**config.mk**
```make
export PLATFORM = sky130hd
export DESIGN_NAME = univ_shift_reg
export DESIGN_NICKNAME = d
export VERILOG_FILES = /design/src/rtl/shift_pkg.sv /design/src/rtl/univ_shift_reg.sv
export SDC_FILE = /design/constraint.sdc
export NUM_CORES = 1
export LEC_CHECK = 0
export ABC_AREA = 1
export BUFFER_PORTS_ARGS = -buffer_cell sky130_fd_sc_hd__clkbuf_2
export CAP_MARGIN = 20
export CORE_ASPECT_RATIO = 0.9
export CORE_UTILIZATION = 48
export DETAILED_ROUTE_END_ITERATION = 16
export PLACE_DENSITY = 0.77
export SLEW_MARGIN = 5
export SYNTH_ARGS = -nofsm -noshare
export SYNTH_HDL_FRONTEND = slang
export SYNTH_SLANG_ARGS = --single-unit
```
**constraint.sdc**
```tcl
create_clock -name clk -period 1.4 [get_ports clk]
set_input_delay 0.42 -clock clk [delete_from_list [all_inputs] [get_ports clk]]
set_output_delay 0.42 -clock clk [all_outputs]
set_load 0.01 [all_outputs]
```
**src/rtl/shift_pkg.sv**
```systemverilog
// Shared types for the universal shift register.
// Operation encoding and control state.
package shift_pkg;

    typedef enum logic [2:0] {
        OP_HOLD = 3'b000,
        OP_SHR  = 3'b001,
        OP_SHL  = 3'b010,
        OP_LOAD = 3'b011,
        OP_ROR  = 3'b100,
        OP_ROL  = 3'b101,
        OP_ASR  = 3'b110,
        OP_RSV  = 3'b111
    } op_t;

    typedef enum logic {
        ST_IDLE  = 1'b0,
        ST_BURST = 1'b1
    } state_t;

endpackage

```
**src/rtl/univ_shift_reg.sv**
```systemverilog
// Universal shift register: single-step shift/rotate/load
// plus a multi-cycle burst with busy/done handshake.
module univ_shift_reg
    import shift_pkg::*;
#(
    parameter  int WIDTH = 8,
    localparam int CNT_W = $clog2(WIDTH + 1)
) (
    input  logic             clk,
    input  logic             rst,
    input  logic             en,
    input  logic [2:0]       op,
    input  logic [WIDTH-1:0] d,
    input  logic             sin,
    input  logic             start,
    input  logic [CNT_W-1:0] amt,
    output logic [WIDTH-1:0] out,
    output logic             sout_r,
    output logic             sout_l,
    output logic             busy,
    output logic             done
);

    localparam logic [CNT_W-1:0] AMT_MAX = CNT_W'(WIDTH);
    localparam logic [CNT_W-1:0] CNT_ONE = CNT_W'(1);

    state_t           state_q, state_d;
    logic [WIDTH-1:0] out_q, out_d;
    logic [CNT_W-1:0] cnt_q, cnt_d;
    op_t              op_q, op_d;
    logic             done_q, done_d;

    op_t              op_in;
    logic [CNT_W-1:0] amt_cl;
    logic             op_moves;

    // One position of movement (or load/hold) for a given op.
    function automatic logic [WIDTH-1:0] next_val(
        input logic [WIDTH-1:0] v,
        input op_t              o,
        input logic [WIDTH-1:0] ld,
        input logic             s
    );
        logic [WIDTH-1:0] r;
        r = v;
        case (o)
            OP_SHR:  r = {s, v[WIDTH-1:1]};
            OP_SHL:  r = {v[WIDTH-2:0], s};
            OP_LOAD: r = ld;
            OP_ROR:  r = {v[0], v[WIDTH-1:1]};
            OP_ROL:  r = {v[WIDTH-2:0], v[WIDTH-1]};
            OP_ASR:  r = {v[WIDTH-1], v[WIDTH-1:1]};
            default: r = v;
        endcase
        return r;
    endfunction

    assign op_in  = op_t'(op);
    assign amt_cl = (amt > AMT_MAX) ? AMT_MAX : amt;

    // Ops that move bits and so may run as a burst.
    always_comb begin
        case (op_in)
            OP_SHR, OP_SHL, OP_ROR, OP_ROL, OP_ASR: op_moves = 1'b1;
            default:                               op_moves = 1'b0;
        endcase
    end

    // State and datapath registers; reset aborts any burst silently.
    always_ff @(posedge clk or posedge rst) begin
        if (rst) begin
            state_q <= ST_IDLE;
            out_q   <= '0;
            cnt_q   <= '0;
            op_q    <= OP_HOLD;
            done_q  <= 1'b0;
        end else begin
            state_q <= state_d;
            out_q   <= out_d;
            cnt_q   <= cnt_d;
            op_q    <= op_d;
            done_q  <= done_d;
        end
    end

    // Next state: start beats en in IDLE; BURST ignores all controls.
    always_comb begin
        state_d = state_q;
        out_d   = out_q;
        cnt_d   = cnt_q;
        op_d    = op_q;
        done_d  = 1'b0;
        case (state_q)
            ST_IDLE: begin
                if (start) begin
                    if (op_moves && amt_cl != '0) begin
                        state_d = ST_BURST;
                        cnt_d   = amt_cl;
                        op_d    = op_in;
                    end else if (op_moves) begin
                        done_d = 1'b1;
                    end else begin
                        out_d  = next_val(out_q, op_in, d, sin);
                        done_d = 1'b1;
                    end
                end else if (en) begin
                    out_d = next_val(out_q, op_in, d, sin);
                end
            end
            ST_BURST: begin
                out_d = next_val(out_q, op_q, d, sin);
                cnt_d = cnt_q - CNT_ONE;
                if (cnt_q == CNT_ONE) begin
                    state_d = ST_IDLE;
                    done_d  = 1'b1;
                end
            end
            default: state_d = ST_IDLE;
        endcase
    end

    // Outputs are direct views of the registered state.
    always_comb begin
        out    = out_q;
        sout_r = out_q[0];
        sout_l = out_q[WIDTH-1];
        busy   = (state_q == ST_BURST);
        done   = done_q;
    end

endmodule
```
==> results.cfg <==
[critical_path]
crit_required_ns = 0.98
cp-start-kind = register
crit_buf_inv = 1
cpPeakStageDelay_ns = 0.47
path_cells = clkbuf_2
cp-end-kind = output port
worstPathArrival_ns = 0.95
path_class = register to output port
critPathTopFamily = flip-flops
critPathSlowestCell = dfrtp_1
critical_path.max_fanout = 6

[clock_tree]
cts_tree = built
clkLatencyLatePin_ns = 0.31
cts-htree-levels = 1
cts.sinks = 17
cts-root-buf = clkbuf_4
cts_buffers = 3
post_cts_buffers = 0
clockBufferDepth = 2
path_clk_slew_ns = 0.12

[timing]
finalCritPeriodShare = 0.977
fmax_mhz = 731
finalHoldViolations = 0
slew_headroom = 0.840
slew_violations = 0
clock_skew_ns = 0.0125
worst-slew-pin-transition_ns = 0.240
period_needed_ns = 1.37
rsz0062_at_grt = yes
setup_viol = 0
whs_ns = 0.0801

[power_and_ir_drop]
p_per_area_nw_per_um2 = 2030
leakagePower_uw = 0.00101
vdd.ir_drop.worst_mv = 1.20

[place]
portBuffers = 31
dp_hpwl_um = 2750
place_area_um2 = 1790
gp_congestion = 0.886
dpl.cell_count = 321

[floorplan]
die_x_um = 60.8
rows = 18
core_area_um2 = 2840
io-pin-count = 32
die-area_um2 = 3340
fp.dieH_um = 54.9
initial_core_util = 0.526

[routing]
drc = 0
drt-wirelength-per-cell_um = 11.1
routed_wirelength_um = 3610
antenna_left = 0
vias = 1621
viasPerCell = 4.99
drt_iter0_markers = 89
drtPass1Iterations = 4

[global_routing]
grt_first_pass_wirelength_um = 6070
antenna_found_initial = 0
grt_usage = 0.247
grt_pass1_vias = 1400
gr-total-overflow = 0
grt_max_degree = 18

[synthesis]
synth_seq_area_share = 0.285
synthesis.nets = 262
syn-cell-area_um2 = 1490
ys_warn_count = 0
synth_cell_types = 24
synth_flop_cell = dfrtp_1
syn_avg_cell_area_um2 = 6.22
synth_edf_count = 0
async_flop_share = 1.00
netlist_instances = 240
ys_ff_latch = 17

[hold_path]
hp-class = input port to asynchronous set/reset pin

[finish]
drive_gt1_frac = 0.309
syn_to_final_growth_pct = 24.3
fin_area_um2 = 1860
n_fill_cell = 285
fin_nets = 308
instances_no_fill = 325
antenna_cells = 0

[job]
maxCapViolCount = 0

[run_status]
status = finished, final reports clean
## cell usage in the layout (no fill, tap or decap)
cell and n:
nand2_1 65, clkbuf_2 31, nand3_1 29, nor2_1 28, inv_1 25, a21oi_1 20
buf_4 17, nand2_2 11, o21ai_0 10, dfrtp_1 9, dfrtp_2 8, inv_2 4
a31oi_1 3, clkbuf_4 3, nand2_4 2, inv_4 2, nor2_2 2, o21ai_2 2
nand4_1 2, ha_1 2, buf_12 2, o21ai_4 1, nand3_2 1, nor2_8 1
a21oi_2 1, xor2_1 1, nand3b_1 1, or2_1 1, clkbuf_1 1
## final cells by class
cell class,count,area (um^2),share of cell area
clock buffer,4,26.3,0.0142
inverter,31,121,0.0654
multi-input combinational,183,900,0.485
sequential,17,435,0.235
tap,40,50.0,0.0270
timing repair buffer,50,323,0.174
## metrics by stage
stage | power [uW] | worst slack, ns | util | TNS (ns)
2_1_floorplan | 2720 | 0.0860 | - | 0
3_3_place_gp | 3310 | -0.113 | 0.631 | -1.21
3_5_place_dp | 3340 | -0.156 | 0.631 | -1.67
4_1_cts | 3640 | 0.00861 | 0.642 | 0
5_1_grt | 4170 | -0.00887 | 0.654 | -0.00887
6_report | 3770 | 0.0321 | 0.654 | 0
## report_power, final
part | total (uW) | leakage, uW | internal (uW) | switching (uW)
Clock | 289 | 0.0000150 | 111 | 178
Sequential | 1120 | 0.000201 | 763 | 354
Combinational | 2360 | 0.000797 | 955 | 1410
## synthesized netlist by cell type (2+ instances only)
library cell	number	area (um^2)
ha_1	2	25.0
nand2_1	68	255
nand3_1	30	150
dfrtp_1	17	425
nand4_1	2	12.5
nand2_2	9	56.3
buf_4	4	30.0
a21oi_1	21	105
buf_2	2	10.0
inv_1	25	93.8
inv_2	5	18.8
buf_6	3	33.8
a31oi_1	3	18.8
nor2_2	2	12.5
nor2_1	28	105
o21ai_0	11	55.1
## layer usage
metal | GRT usage | routed length (um) | vias up | part of all wire
met4 | 0.0379 | 20 | 0 | 0.0055
met5 | 0 | 0 | - | 0
li1 | - | - | 850 | -
met3 | 0.0535 | 210 | 2 | 0.058
met2 | 0.399 | 1650 | 41 | 0.46
met1 | 0.348 | 1730 | 728 | 0.48
## final timing paths
path                                      start              endpoint  slack, ns  cells after the start
max                          out[3]$_DFFE_PP0P_                out[3]       0.03                      1
min                                         rst    out[3]$_DFFE_PP0P_       0.08                      3
max reg2reg                 op_q[2]$_DFFE_PP0P_    out[4]$_DFFE_PP0P_       0.09                      8
min reg2reg                cnt_q[3]$_DFFE_PP0P_  cnt_q[3]$_DFFE_PP0P_       0.50                      2
max in group asynchronous                   rst        busy$_DFF_PP0_       1.09                      3
min in group clk                         amt[3]  cnt_q[3]$_DFFE_PP0P_       0.36                      3
## cells by family after synthesis
| group | synth area share |
|---|---|
| flip-flops | 0.285 |
| XOR/XNOR | 0.00587 |
| AND/OR/NAND/NOR | 0.427 |
| adder cells (fa/ha/maj) | 0.0168 |
| AO/OA/AOI/OAI | 0.137 |
| buffers and inverters | 0.129 |
## state kept, by name (all words and copies together), names as in the netlist
name,count
cnt_q,4
busy,1
op_q,3
done,1
out,8
## repair_timing
| action | in CTS | in global routing |
|---|---|---|
| hold buffers | 0 | 0 |
| pin swaps | 0 | 6 |
| gates resized for setup | 2 | 15 |
| cloned | 0 | 0 |
| setup endpoints to repair | 4 | 12 |
Note: power is estimated with default switching activity, not from simulation.
